$ cat config.mk
export PLATFORM = sky130hd
export DESIGN_NAME = twiddle_addr_sequencer_flat
export DESIGN_NICKNAME = d
export VERILOG_FILES = /design/src/rtl/twiddle_addr_sequencer_pkg.sv /design/src/rtl/twiddle_addr_sequencer_if.sv /design/src/rtl/twiddle_addr_sequencer_beat_counter.sv /design/src/rtl/twiddle_addr_sequencer.sv /design/src/flat_wrapper.sv
export SDC_FILE = /design/constraint.sdc
export NUM_CORES = 1
export LEC_CHECK = 0
export BUFFER_PORTS_ARGS = -buffer_cell sky130_fd_sc_hd__buf_2
export CAP_MARGIN = 20
export CORE_UTILIZATION = 60
export CTS_BUF_LIST = sky130_fd_sc_hd__clkbuf_16
export CTS_CLUSTER_DIAMETER = 150
export CTS_CLUSTER_SIZE = 25
export DETAILED_ROUTE_END_ITERATION = 16
export GPL_TIMING_DRIVEN = 1
export HOLD_SLACK_MARGIN = 0.05
export PLACE_DENSITY = 0.83
export REMOVE_ABC_BUFFERS = 1
export SETUP_SLACK_MARGIN = 0.05
export SLEW_MARGIN = 15
export SYNTH_ARGS = -nofsm -noshare
export SYNTH_HDL_FRONTEND = slang
export SYNTH_SLANG_ARGS = --single-unit
$ cat constraint.sdc
create_clock -name clk -period 3.2 [get_ports clk]
set_clock_uncertainty 0.15 [all_clocks]
set_input_delay 0.96 -clock clk [delete_from_list [all_inputs] [get_ports clk]]
set_output_delay 0.96 -clock clk [all_outputs]
set_load 0.01 [all_outputs]
$ cat src/rtl/twiddle_addr_sequencer_pkg.sv
// Shared constants, stage table, beat payload type and bit-reverse helper for the
// IFFT twiddle address sequencer. Optional feature macro: TW_SEQ_BITREV_EN.
package twiddle_seq_pkg;

    localparam int unsigned ADDR_W      = 5;
    localparam int unsigned N_STAGES    = 5;
    localparam int unsigned STAGE_W     = 3;
    localparam int unsigned REP_W       = 4;
    localparam int unsigned IDX_W       = 3;
    localparam int unsigned LEN_W       = 4;
    localparam int unsigned FRAME_BEATS = 160;

    typedef logic [1:0] state_t;
    localparam state_t ST_IDLE  = 2'd0;
    localparam state_t ST_PRIME = 2'd1;
    localparam state_t ST_RUN   = 2'd2;
    localparam state_t ST_DONE  = 2'd3;

    // Imaginary-part twiddle ROM layout, packed stage by stage (28 entries used).
    localparam logic [ADDR_W-1:0] STAGE_BASE [N_STAGES] = '{5'd0, 5'd4, 5'd8, 5'd12, 5'd20};
    localparam logic [LEN_W-1:0]  STAGE_LEN  [N_STAGES] = '{4'd4, 4'd4, 4'd4, 4'd8, 4'd8};
    localparam logic [REP_W-1:0]  STAGE_REP  [N_STAGES] = '{4'd8, 4'd8, 4'd8, 4'd4, 4'd4};

    localparam logic [STAGE_W-1:0] LAST_STAGE = STAGE_W'(N_STAGES - 1);

    // Beat descriptor registered alongside the presented ROM word.
    typedef struct packed {
        logic [ADDR_W-1:0]  addr;
        logic [STAGE_W-1:0] stage;
        logic               last;
        logic               frame_last;
    } beat_t;

    // Reverse the in-stage index over log2(len) bits.
    function automatic logic [IDX_W-1:0] bit_rev(input logic [IDX_W-1:0] idx,
                                                input logic [LEN_W-1:0] len);
        logic [IDX_W-1:0] res;
        res = idx;
        if (len == 4'd8) begin
            res = {idx[0], idx[1], idx[2]};
        end else if (len == 4'd4) begin
            res = {1'b0, idx[0], idx[1]};
        end
        return res;
    endfunction

endpackage

$ cat src/rtl/twiddle_addr_sequencer_if.sv
// Control, ROM-address and twiddle handshake bundle between the IFFT control,
// the twiddle sequencer and the butterfly datapath.
interface twiddle_addr_sequencer_if;
    import twiddle_seq_pkg::*;

    logic               start;
    logic               abort;
    logic               busy;
    logic               frame_done;
    logic [ADDR_W-1:0]  rom_addr;
    logic               tw_valid;
    logic [STAGE_W-1:0] tw_stage;
    logic               tw_last;
    logic               tw_ready;

    modport master (
        input  start, abort, tw_ready,
        output busy, frame_done, rom_addr, tw_valid, tw_stage, tw_last
    );

    modport slave (
        output start, abort, tw_ready,
        input  busy, frame_done, rom_addr, tw_valid, tw_stage, tw_last
    );

endinterface

$ cat src/rtl/twiddle_addr_sequencer_beat_counter.sv
// Nested stage / index / repeat counters describing the next beat to issue.
// Wraps back to beat 0 after the final beat of the frame.
module tw_beat_counter
    import twiddle_seq_pkg::*;
(
    input  logic               clk,
    input  logic               rst,
    input  logic               clear,
    input  logic               advance,
    output logic [STAGE_W-1:0] stage,
    output logic [IDX_W-1:0]   idx,
    output logic               stage_last_c,
    output logic               frame_last_c
);

    logic [STAGE_W-1:0] stage_q, stage_d;
    logic [IDX_W-1:0]   idx_q, idx_d;
    logic [REP_W-1:0]   rep_q, rep_d;
    logic [IDX_W-1:0]   idx_last_c;
    logic               rep_last_c;

    // Bounds of the current stage.
    always_comb begin
        idx_last_c   = IDX_W'(STAGE_LEN[stage_q] - LEN_W'(1));
        rep_last_c   = (rep_q == (STAGE_REP[stage_q] - REP_W'(1)));
        stage_last_c = rep_last_c && (idx_q == idx_last_c);
        frame_last_c = stage_last_c && (stage_q == LAST_STAGE);
    end

    always_comb begin
        stage_d = stage_q;
        idx_d   = idx_q;
        rep_d   = rep_q;
        if (clear) begin
            stage_d = '0;
            idx_d   = '0;
            rep_d   = '0;
        end else if (advance) begin
            if (!rep_last_c) begin
                rep_d = rep_q + REP_W'(1);
            end else begin
                rep_d = '0;
                if (idx_q != idx_last_c) begin
                    idx_d = idx_q + IDX_W'(1);
                end else begin
                    idx_d   = '0;
                    stage_d = frame_last_c ? '0 : stage_q + STAGE_W'(1);
                end
            end
        end
    end

    always_ff @(posedge clk) begin
        if (rst) begin
            stage_q <= '0;
            idx_q   <= '0;
            rep_q   <= '0;
        end else begin
            stage_q <= stage_d;
            idx_q   <= idx_d;
            rep_q   <= rep_d;
        end
    end

    assign stage = stage_q;
    assign idx   = idx_q;

endmodule

$ cat src/rtl/twiddle_addr_sequencer.sv
// IFFT imaginary-twiddle ROM address sequencer: FSM plus ROM-latency alignment.
// Define TW_SEQ_BITREV_EN to walk each stage's twiddles in bit-reversed index order.
module twiddle_addr_sequencer
    import twiddle_seq_pkg::*;
(
    input  logic                       clk,
    input  logic                       rst,
    twiddle_addr_sequencer_if.master   bus
);

    state_t             state_q, state_d;
    beat_t              beat_q, beat_d;
    logic               tw_valid_q, tw_valid_d;
    logic               busy_q, busy_d;
    logic               frame_done_q, frame_done_d;

    logic               active_c;
    logic               accept_c;
    logic               adv_c;
    logic               cnt_clear_c;
    logic [STAGE_W-1:0] cnt_stage;
    logic [IDX_W-1:0]   cnt_idx;
    logic               cnt_stage_last_c;
    logic               cnt_frame_last_c;
    logic [IDX_W-1:0]   idx_eff_c;
    logic [ADDR_W-1:0]  next_addr_c;

    assign active_c    = (state_q == ST_PRIME) || (state_q == ST_RUN);
    assign accept_c    = (state_q == ST_RUN) && tw_valid_q && bus.tw_ready;
    assign adv_c       = (state_q == ST_PRIME) || accept_c;
    assign cnt_clear_c = !active_c || bus.abort;

    tw_beat_counter u_beat_counter (
        .clk          (clk),
        .rst          (rst),
        .clear        (cnt_clear_c),
        .advance      (adv_c),
        .stage        (cnt_stage),
        .idx          (cnt_idx),
        .stage_last_c (cnt_stage_last_c),
        .frame_last_c (cnt_frame_last_c)
    );

`ifdef TW_SEQ_BITREV_EN
    assign idx_eff_c = bit_rev(cnt_idx, STAGE_LEN[cnt_stage]);
`else
    assign idx_eff_c = cnt_idx;
`endif

    assign next_addr_c = STAGE_BASE[cnt_stage] + ADDR_W'(idx_eff_c);

    // Re-read the presented entry while stalled so the ROM output holds still.
    assign bus.rom_addr = adv_c ? next_addr_c : beat_q.addr;

    always_comb begin
        state_d      = state_q;
        beat_d       = beat_q;
        tw_valid_d   = 1'b0;
        busy_d       = 1'b0;
        frame_done_d = 1'b0;

        case (state_q)
            ST_IDLE: begin
                if (bus.start && !bus.abort) begin
                    state_d = ST_PRIME;
                end
            end
            ST_PRIME: begin
                state_d = bus.abort ? ST_IDLE : ST_RUN;
            end
            ST_RUN: begin
                if (bus.abort) begin
                    state_d = ST_IDLE;
                end else if (accept_c && beat_q.frame_last) begin
                    state_d = ST_DONE;
                end
            end
            ST_DONE: begin
                state_d = ST_IDLE;
            end
            default: begin
                state_d = ST_IDLE;
            end
        endcase

        // Beat tags follow the address issued to the ROM one cycle earlier.
        if (active_c && bus.abort) begin
            beat_d = '0;
        end else if (adv_c) begin
            beat_d.addr       = next_addr_c;
            beat_d.stage      = cnt_stage;
            beat_d.last       = cnt_stage_last_c;
            beat_d.frame_last = cnt_frame_last_c;
        end

        tw_valid_d   = (state_d == ST_RUN);
        busy_d       = (state_d != ST_IDLE);
        frame_done_d = (state_d == ST_DONE);
    end

    always_ff @(posedge clk) begin
        if (rst) begin
            state_q      <= ST_IDLE;
            beat_q       <= '0;
            tw_valid_q   <= 1'b0;
            busy_q       <= 1'b0;
            frame_done_q <= 1'b0;
        end else begin
            state_q      <= state_d;
            beat_q       <= beat_d;
            tw_valid_q   <= tw_valid_d;
            busy_q       <= busy_d;
            frame_done_q <= frame_done_d;
        end
    end

    assign bus.tw_valid   = tw_valid_q;
    assign bus.tw_stage   = beat_q.stage;
    assign bus.tw_last    = beat_q.last;
    assign bus.busy       = busy_q;
    assign bus.frame_done = frame_done_q;

endmodule

$ cat src/flat_wrapper.sv
// flat-port wrapper written by rule: the top's interface ports become plain ports
module twiddle_addr_sequencer_flat import twiddle_seq_pkg::*;
  (clk, rst, bus_start, bus_abort, bus_tw_ready, bus_busy, bus_frame_done, bus_rom_addr, bus_tw_valid, bus_tw_stage, bus_tw_last);
  twiddle_addr_sequencer_if bus_i ();
  input  logic clk;
  input  logic rst;
  input wire logic [$bits(bus_i.start)-1:0] bus_start;
  input wire logic [$bits(bus_i.abort)-1:0] bus_abort;
  input wire logic [$bits(bus_i.tw_ready)-1:0] bus_tw_ready;
  output wire logic [$bits(bus_i.busy)-1:0] bus_busy;
  output wire logic [$bits(bus_i.frame_done)-1:0] bus_frame_done;
  output wire logic [$bits(bus_i.rom_addr)-1:0] bus_rom_addr;
  output wire logic [$bits(bus_i.tw_valid)-1:0] bus_tw_valid;
  output wire logic [$bits(bus_i.tw_stage)-1:0] bus_tw_stage;
  output wire logic [$bits(bus_i.tw_last)-1:0] bus_tw_last;
  assign bus_i.start = bus_start;
  assign bus_i.abort = bus_abort;
  assign bus_i.tw_ready = bus_tw_ready;
  assign bus_busy = bus_i.busy;
  assign bus_frame_done = bus_i.frame_done;
  assign bus_rom_addr = bus_i.rom_addr;
  assign bus_tw_valid = bus_i.tw_valid;
  assign bus_tw_stage = bus_i.tw_stage;
  assign bus_tw_last = bus_i.tw_last;
  twiddle_addr_sequencer u_core (.clk(clk), .rst(rst), .bus(bus_i));
endmodule
======== Word-level counts from Yosys, hierarchy flattened ========
Memory sizes are Yosys's and may differ from the RTL's.
Index checks and enable logic that the tools add are counted.
W data, S select, Z words.
cells by class
  add/sub/neg operators ................... 6
  multipliers ............................. 0
  divide/modulo/power cells ............... 0
  order comparisons ....................... 1
  eq/ne operators ......................... 9
  shift-type cells ........................ 0
  mux-type cells .......................... 15
  bitwise logic cells ..................... 2
  reduce and logical (&&, ||, !) cells .... 18
operators by type and width
  operator               number
  $mux W5                3
  $mux W3                4
  $mux W4                3
  $eq A2 B2 Y1 const B   4
  $mux W2                4
  $pmux W2 S4            1
  $logic_and A1 B1 Y1    7
  $add A3 B1 Y3 const B  2
  $add A5 B3 Y5          1
  $add A4 B1 Y4 const B  1
  $eq A4 B4 Y1           1
  $ge A4 B4 Y1 const B   1
  $not A3 Y4             1
  $reduce_or A2 Y1       2
  $sub A4 B1 Y4 const B  1
  $eq A3 B3 Y1           1
  $eq A3 B3 Y1 const B   1
  $logic_or A1 B1 Y1     3
  $ne A3 B3 Y1           1
  $reduce_and A3 Y1      1
  $sub A3 B1 Y3 const B  1
  $eq A2 B1 Y1 const B   1
  $logic_not A1 Y1       2
  $logic_not A2 Y1       1
  3 further kinds        3
word-level totals
  bits in registers ....................... 25
  bits in latches ......................... 0
  RAM bits ................................ 0
  bits in read-only memories .............. 104
  input port bits ......................... 5
  output and inout port bits .............. 12
  memories ................................ 3
memories
  name              depth  width  read ports  clocked after Yosys merged registers in  write ports  line                                       source
  (name not given)  8      5      1           0                                        0            twiddle_addr_sequencer.sv:50               assign next_addr_c = STAGE_BASE[cnt_stage] + ADDR_W'(idx_eff_c);
  (name not given)  8      4      1           0                                        0            twiddle_addr_sequencer_beat_counter.sv:25  rep_last_c = (rep_q == (STAGE_REP[stage_q] - REP_W'(1)));
  (name not given)  8      4      1           0                                        0            twiddle_addr_sequencer_beat_counter.sv:24  idx_last_c = IDX_W'(STAGE_LEN[stage_q] - LEN_W'(1));

======== Depth between registers and ports, before layout ========
Gate-level depths: netlist of run 1.
  depth after elaboration ................. 9
  depth in mapped cells ................... 8
  gate-level depth less buffers ........... 7

======== Cells and area by module ========
A second synthesis of run 1 with hierarchy kept.
unflattened totals
  cells, all modules ...................... 143
  area total of the unflattened synthesis .. 1,402.6 um2
modules (own cells, without submodules)
  module                  instances  cells each  area an instance (um2)  seq. area each (um2)
  twiddle_addr_sequencer  1          75          807.0                   300.3
  tw_beat_counter         1          68          595.6                   200.2

======== Worst setup path before layout of run 1 ========
No wires, ideal clock.
  path type ............................... input -> output
  from .................................... in bus_tw_ready
  to ...................................... out bus_rom_addr[0]
  arrival ................................. 1,803 ps
  required time ........................... 2,090 ps
  slack ................................... 287 ps
  cell stages on the path ................. 4
  buffers on the path ..................... 1
  cell sequence ........................... a31oi_2 -> clkbuf_1 -> nand2_1 -> nand2_1
between the ends
  cells in the longest elaborated chain, start to end .. 3
RTL lines
  element              line                          source
  start: declaration   flat_wrapper.sv:9             input wire logic [$bits(bus_i.tw_ready)-1:0] bus_tw_ready;
  $logic_and A1 B1 Y1  twiddle_addr_sequencer.sv:29  assign accept_c = (state_q == ST_RUN) && tw_valid_q && bus.tw_ready;
  $logic_or A1 B1 Y1   twiddle_addr_sequencer.sv:30  assign adv_c = (state_q == ST_PRIME) || accept_c;
  $mux W5              twiddle_addr_sequencer.sv:53  assign bus.rom_addr = adv_c ? next_addr_c : beat_q.addr;
  end: declaration     flat_wrapper.sv:12            output wire logic [$bits(bus_i.rom_addr)-1:0] bus_rom_addr;
Every way passes these cells.

======== Final worst setup path of run 1 ========
  from .................................... in bus_tw_ready
  to ...................................... out bus_rom_addr[4]
Same word-level chain as after synthesis.

==> results of run 1 <==
## metrics by stage
stage / worst slack (ns) / cells / power (µW)
final: 0.2627 / 192 / 632.6
after detailed placement: 0.2633 / 188 / 361.2
after global placement: 0.3093 / 188 / 359.1
after CTS: 0.2540 / 192 / 636.2
after global routing: 0.2005 / 192 / 650.9
after floorplan: 0.3074 / 144 / 346.2
## cell usage after synthesis, types with 3 or more instances
master	n	area, µm²
a21oi_1	20	100.1
buf_4	3	22.52
clkbuf_1	4	15.01
dfxtp_1	25	500.5
ha_1	10	125.1
inv_1	7	26.28
mux2i_1	5	50.05
nand2_1	29	108.9
nand4_1	4	25.02
nor2_1	16	60.06
nor2b_1	3	18.77
## registers in the layout, summed over array words and instances, names as in the netlist, 2 cells and up
name                         flops
u_core.beat_q                    6
u_core.bus.tw_stage              3
u_core.state_q                   2
u_core.u_beat_counter.idx        3
u_core.u_beat_counter.rep_q      4
u_core.u_beat_counter.stage      3
## routing by layer
| metal | vias to the layer above | wire (µm) |
|---|---|---|
| li1 | 548 | - |
| met5 | - | 0 |
| met1 | 492 | 1086 |
| met3 | 7 | 96 |
| met4 | 0 | 45 |
| met2 | 25 | 1247 |
## power groups by stage
stage	Sequential [µW]	Combinational, µW	Clock, µW
3_5_place_dp	322	38.7	0
6_report	315	38.8	278
5_1_grt	316	42.4	293
4_1_cts	315	38.5	282
2_1_floorplan	323	23.6	0
3_3_place_gp	322	37.0	0
## worst max-delay path: cells and delay by family
kind,cells,cell delay [ns]
compound gates,2,0.26
simple gates,1,0.07
buf+inv,3,0.52
## layout by cell type, fill, tap and decap left out, types with 2 or more instances in the layout
| cell | count |
|---|---|
| buf_2 | 16 |
| xnor2_1 | 2 |
| clkbuf_16 | 3 |
| nand2_1 | 29 |
| dfxtp_1 | 25 |
| o21ai_0 | 2 |
| nor2_1 | 16 |
| ha_1 | 10 |
| nor4b_1 | 2 |
| nand3_1 | 2 |
| mux2i_1 | 5 |
| nor2b_1 | 3 |
| nand3b_1 | 2 |
| nand4_1 | 4 |
| a21oi_1 | 20 |
| inv_1 | 7 |
## cells by family (layout without fill, tap and decap cells)
group	count (synthesis)	in the layout
AOI/OAI and AO/OA	32	32
xor gates and xnor gates	3	3
adders and majority gates	10	10
buffers and inverters	15	28
DFF	25	25
muxes	5	5
and+or+nand+nor	62	62
## area by class of cell
class	count	area [µm²]	area share
Tap cell	27	33.78	0.02370
Clock buffer	3	75.07	0.05268
Clock inverter	1	7.507	0.005268
Timing Repair Buffer	17	87.58	0.06146
Multi-Input combinational cell	112	694.4	0.4873
Inverter	7	26.28	0.01844
Sequential cell	25	500.5	0.3512
## path summary, 6_finish.rpt
check | endpoint | slack (ns) | cells after the start
max | bus_rom_addr[4] | 0.26 | 6
min | u_core.bus.tw_stage[1] | 0.30 | 2
max reg2reg | u_core.u_beat_counter.stage[0] | 0.98 | 6
min reg2reg | u_core.bus.tw_stage[1] | 0.30 | 2
==> results.cfg, run 1 <==
[critical_path]
worstSetupEndpointType = output pin
startpoint_type = input port
critical_path.max_stage_delay_ns = 0.24
worstPathRequired_ns = 2.09
arrival_ns = 1.83
crit_path_frequent_cell = buf_2
critPathMaxFanout = 16
cp_slowest_cell = buf_4
crit_type = in2out
crit_start = bus_tw_ready
r2r-start = u_core.u_beat_counter.stage[2]
crit_path_cell_trace = buf_2, a31oi_2, buf_4, nand2_1, o21ai_0, buf_2

[global_route]
grt_antenna_before_repair = 0
grtUsageMet3 = 0.03774
gr-usage-met2 = 0.4324
grt_overflow = 0
grt_max_degree = 17
grt_pass1_vias = 899
use_met1 = 0.2431
busiest_layer = met2
grt_pass1_wl_um = 3615
grt_use_total = 0.2293

[sta]
rsz0062_at_grt = no
final_max_slew_viol_count = 0
finalSetupTns_ns = 0
fin_crit_ns = 2.937
max_freq_mhz = 340.5
setup_viol = 0
hold_viol = 0
fin_hold_ws_ns = 0.3047
period_share = 0.9179
relSlewSlack = 0.7332
tightest_slew_ns = 0.3961

[power_and_ir_drop]
pwr-share-clk = 0.440
p_seq_frac = 0.499
p_int_uw = 495.5
power.leakage_uw = 0.0006000
power_switching_uw = 137.0
p_comb_frac = 0.061
vdd_drop_max_mv = 0.4185
switching_share = 0.2166
power.density_nw_per_um2 = 443.9

[worst_hold_path]
holdCritStartpoint = u_core.bus.tw_stage[1]
min_path_type = reg2reg

[die]
core_um2 = 1962
start_util = 0.6435
dieArea_um2 = 2292
dieWidth_um = 47.87
io_pins = 17
rows = 16
die-height_um = 47.87

[synthesis]
avgSynthCellArea_um2 = 8.306
synth_compound_area_frac = 0.1635
syn_inst = 152
ys_types = 32
netlist_area_um2 = 1262
synth_mux_area_frac = 0.03964
synth_fa_ha_area_frac = 0.09911
ys.flop_type = dfxtp_1
synth_top_family_by_area = simple AND/OR/NAND/NOR gates
synth-async-reset-ratio = 0
ys_ff_latch = 25
synthXorXnorAreaFrac = 0.02081
synth-simple-area-share = 0.2270
seq_area_frac_synth = 0.3964
yosys_warnings = 0
synth_edf_count = 0

[cts]
holdBufCountCts = 0
post_cts_buffers = 0
clock-sinks = 25
cts-htree-levels = 1
clkSlewWorstSetupHoldPaths_ns = 0.06
cts.path.max_buffers = 2
clk_latency_ns = 0.26
cts_root_buffer = clkbuf_16
cts_buffers = 3
cts-resized-gates = 0
cts_tree = done

[place]
port-buffer-count = 16
dpl_cell_area_um2 = 1343
gp_congestion = 0.8217
dpl.hpwl_um = 1725

[status]
status = finished clean

[layout]
n_antenna_cell = 0
fillers = 168
drive_gt1_frac = 0.1576
fin_util = 0.7264
syn2layout_area_growth_pct = 12.88
fin_nets = 181
fin_area_um2 = 1425

[job]
max_cap_violations = 0

[detailed_routing]
drt-initial-drc-count = 21
antenna_left = 0
wl_per_cell_um = 12.90
dr.pass1.iters = 4
wl_um = 2476
vias = 1072
vias_per_cell = 5.583
drc = 0
Note: power is estimated with default switching activity, not from simulation.
==> inputs of run 2 (changes only) <==
- CORE_UTILIZATION: 60 -> 61
- SYNTH_HIERARCHICAL: not set -> 1
==> run 2 against run 1 <==
  * Flip-flop and latch count stayed put
  * First-iteration DRC count is 9.5% higher
  * Critical path depth decreased by 1
  * Sequential share of layout area shrank 2.9 points
  * Clock-buffer cell count unchanged
  * Final area rose by 9.0%
  * Core utilization increased by 2.7 points
  * Hold slack improved by 0.049 ns
  * Combinational power grew 19%
  * Setup slack worse by 0.15 ns
  * Non-clock buffer count grew 1
  * Die area grew 8.9%
==> results.cfg, run 2 <==
[place]
gp_congestion = 0.7922
dpl.hpwl_um = 1826
port-buffer-count = 16

[detailed_routing]
drt-initial-drc-count = 23
antenna_left = 0
vias = 1017
dr.pass1.iters = 4
wl_um = 2387
vias_per_cell = 5.527
wl_per_cell_um = 12.97
drc = 0

[power_and_ir_drop]
power.leakage_uw = 0.0006583
power.density_nw_per_um2 = 406.6
vdd_drop_max_mv = 0.3093

[synthesis]
ys.flop_type = dfxtp_1
netlist_area_um2 = 1403
synth_edf_count = 0
synth_top_cells_by_count = dfxtp_1, nor2_1, ha_1
synth.area.top_cells = dfxtp_1, ha_1, mux2i_1
seq_area_frac_synth = 0.3568
synth-async-reset-ratio = 0
ys_types = 46
yosysTopAreaCell = dfxtp_1
yosysMostFrequentCell = dfxtp_1
synth_top_cell_area_share = 0.3568
syn_inst = 143
yosys_warnings = 6
avgSynthCellArea_um2 = 9.808
ys_ff_latch = 25

[die]
rows = 16
dieWidth_um = 49.95
dieArea_um2 = 2495
core_um2 = 2062
start_util = 0.6802
io_pins = 17
die-height_um = 49.95

[global_route]
grt_antenna_before_repair = 0
grt_pass1_wl_um = 4250
grt_use_total = 0.2221
grt_pass1_vias = 1002
grt_overflow = 0
grt_max_degree = 15

[sta]
finalSetupTns_ns = 0
period_share = 0.9646
rsz0062_at_grt = no
fin_crit_ns = 3.087
final_max_slew_viol_count = 0
tightest_slew_ns = 0.4945
max_freq_mhz = 324.0
setup_viol = 0
relSlewSlack = 0.6703
hold_viol = 0

[layout]
largestRegisters = u_core/beat_q: 6 flops, u_core/u_beat_counter/rep_q: 4 flops
n_antenna_cell = 0
final_common_cell = dfxtp_1
fin_nets = 173
largest_reg_flops = 6
fin_util = 0.7530
final_cell_mix = dfxtp_1, buf_2, nor2_1
multi_input_area_um2 = 813.3
register_area_um2 = 500.5
regMostFlops = u_core/beat_q
drive_gt1_frac = 0.2484
syn2layout_area_growth_pct = 10.70
fillers = 142

[critical_path]
critPathMaxFanout = 11
arrival_ns = 1.98
startpoint_type = input port
crit_type = in2out
worstPathRequired_ns = 2.09
worstSetupEndpointType = output pin

[worst_hold_path]
min_path_type = reg2reg

[cts]
cts-resized-gates = 0
post_cts_buffers = 0
cts_buffers = 3
cts_root_buffer = clkbuf_16
cts-htree-levels = 1
clk_latency_ns = 0.25
clkSlewWorstSetupHoldPaths_ns = 0.06
cts.path.max_buffers = 2
clock-sinks = 25
cts_tree = done
holdBufCountCts = 0

[status]
status = finished clean

[job]
max_cap_violations = 0
-- run 2: cell families (layout without fill, tap and decap cells) --
kind of cell	count (synthesis)	in the layout	share of synthesized area
buffers and inverters	16	30	0.06333
XOR/XNOR	6	6	0.04283
multiplexers	13	13	0.1044
adder cells (fa/ha/maj)	10	10	0.08921
AND/OR/NAND/NOR	52	52	0.2364
flip-flops	25	25	0.3568
AO/OA/AOI/OAI	21	21	0.1070
-- run 2: stage by stage --
stage          area [µm²]  setup WS, ns  hold slack [ns]  total power (µW)  std cells
2_1_floorplan        1344       0.03296           0.3199             353.9        135
3_3_place_gp         1473        0.1324           0.3241             367.8        180
3_5_place_dp         1473        0.1150           0.3338             369.5        180
4_1_cts              1553        0.1097           0.3564             638.3        184
5_1_grt              1553       0.06265           0.4015             656.1        184
6_report             1553        0.1133           0.3539             631.4        184
-- run 2: final cells by class --
class,instances,area share
Clock buffer,3,0.04835
Timing Repair Buffer,18,0.06124
Tap cell,27,0.02176
Clock inverter,1,0.003223
Multi-Input combinational cell,102,0.5238
Inverter,8,0.01934
Sequential cell,25,0.3223
-- run 2: path summary, 6_finish.rpt --
check / startpoint / to / slack, ns / cells after the start
worst max-delay path: bus_tw_ready / bus_rom_addr[3] / 0.11 / 5
worst min-delay path: u_core/bus.tw_stage[1] / u_core/bus.tw_stage[1] / 0.35 / 2
worst max register to register: u_core/state_q[0] / u_core/u_beat_counter/stage[0] / 1.00 / 9
worst min register to register: u_core/bus.tw_stage[1] / u_core/bus.tw_stage[1] / 0.35 / 2
-- run 2: report_power, final --
group / switching [µW] / internal (µW)
Clock: 101 / 168
Combinational: 27.1 / 18.9
Sequential: 2.34 / 314
-- run 2: critical path: stages --
cell and delay [ns]:
buf_2 0.11, a31oi_2 0.16, buf_4 0.23, mux2_2 0.36, buf_2 0.14
-- run 2: layer usage --
layer,up-vias,share of wire,track usage
li1,525,-,-
met1,474,0.46,0.2609
met2,16,0.51,0.4077
met3,2,0.023,0.03704
met4,0,0.0046,0.06190
met5,-,0,0
==> inputs of run 3 (changes only) <==
- BUFFER_PORTS_ARGS: -buffer_cell sky130_fd_sc_hd__buf_2 -> -buffer_cell sky130_fd_sc_hd__buf_4
==> run 3 against run 2 <==
  * Combinational power rose by 12%
  * Final cell count up 0.54%
  * Wire length increased by 8.1%
  * Final area grew 3.0%
  * Global-route usage rose by 1.0 points
  * Critical path depth is the same
  * Critical path type unchanged
  * Largest power group unchanged
==> results.cfg, run 3 (synthesis gave the netlist of run 2 again) <==
[critical_path]
worstSetupEndpointType = output pin
crit_type = in2out
critPathMaxFanout = 8
startpoint_type = input port
worstPathRequired_ns = 2.09
arrival_ns = 1.94

[sta]
period_share = 0.9545
max_freq_mhz = 327.4
final_max_slew_viol_count = 0
relSlewSlack = 0.6705
hold_viol = 0
tightest_slew_ns = 0.4943
setup_viol = 0
finalSetupTns_ns = 0
fin_crit_ns = 3.055
rsz0062_at_grt = no

[place]
dpl_cell_area_um2 = 1520
dpl.hpwl_um = 1981
gp_congestion = 0.8555
port-buffer-count = 16

[layout]
largestRegisters = u_core/beat_q: 6 flops, u_core/u_beat_counter/rep_q: 4 flops
final_common_cell = dfxtp_1
largest_reg_flops = 6
fin_nets = 174
syn2layout_area_growth_pct = 14.01
final_cell_mix = dfxtp_1, buf_4, nor2_1
n_antenna_cell = 0
regMostFlops = u_core/beat_q
fillers = 137
drive_gt1_frac = 0.2468
fin_area_um2 = 1599

[detailed_routing]
wl_um = 2580
drt-initial-drc-count = 28
antenna_left = 0
vias_per_cell = 5.724
wl_per_cell_um = 13.95
dr.pass1.iters = 5
drc = 0
vias = 1059

[die]
rows = 16
dieWidth_um = 49.95
core_um2 = 2062
io_pins = 17
start_util = 0.6802
die-height_um = 49.95
dieArea_um2 = 2495

[cts]
post_cts_buffers = 0
clock-sinks = 25
cts_tree = done
cts.path.max_buffers = 2
clkSlewWorstSetupHoldPaths_ns = 0.06
cts-htree-levels = 1
cts_root_buffer = clkbuf_16
cts-resized-gates = 0
cts_buffers = 3
holdBufCountCts = 0
clk_latency_ns = 0.25

[global_route]
grt_antenna_before_repair = 0
grt_pass1_vias = 1041
grt_max_degree = 14
grt_use_total = 0.2322
grt_overflow = 0
grt_pass1_wl_um = 4409

[worst_hold_path]
min_path_type = reg2reg

[power_and_ir_drop]
power.leakage_uw = 0.0006665
power.density_nw_per_um2 = 397.9
design_power_total_uw = 636.2
vdd_drop_max_mv = 0.3615

[status]
status = finished clean

[job]
max_cap_violations = 0
run 3: cell types whose count changed in the layout (fill, tap and decap cells not counted), sizes merged:
cell and delta:
clkinv -1, inv +1, buf +1
run 3: worst max-delay path, stage by stage:
cell,delay (ns)
buf_4,0.12
a31oi_2,0.16
buf_4,0.20
mux2_2,0.36
buf_4,0.14
run 3: power by group:
group	switching, µW	internal, µW
logic	28.7	22.8
clock network	101	167
registers	2.66	314
total	132	504
run 3: path summary, 6_finish.rpt:
path | from | cells after the start | end | slack [ns]
min reg2reg | u_core/bus.tw_stage[2] | 2 | u_core/bus.tw_stage[2] | 0.36
max reg2reg | u_core/state_q[0] | 9 | u_core/u_beat_counter/idx[0] | 0.99
min | u_core/bus.tw_stage[2] | 2 | u_core/bus.tw_stage[2] | 0.36
max | bus_tw_ready | 5 | bus_rom_addr[3] | 0.15
run 3: final cells by class:
cell class	count	area, µm²	share of cell area
timing repair buffer	19	142.6	0.08920
inverter	8	30.03	0.01878
tap	27	33.78	0.02113
multi-input combinational	102	813.3	0.5086
clock buffer	3	75.07	0.04695
clock inverter	1	3.754	0.002347
sequential	25	500.5	0.3130
run 3: metrics by stage:
stage	util	hold slack, ns	setup slack (ns)	instances
6_report	0.7755	0.3600	0.1455	185
5_1_grt	0.7755	0.4017	0.07902	185
4_1_cts	0.7755	0.3584	0.1454	185
3_5_place_dp	0.7373	0.3480	0.1528	181
3_3_place_gp	0.7373	0.3315	0.1530	181
2_1_floorplan	-	0.3199	0.03296	135
run 3: per-layer routing:
metal	wire length, µm	track usage
met1	1197	0.2738
met2	1260	0.4032
met3	77	0.04630
met4	45	0.1000
met5	0	0
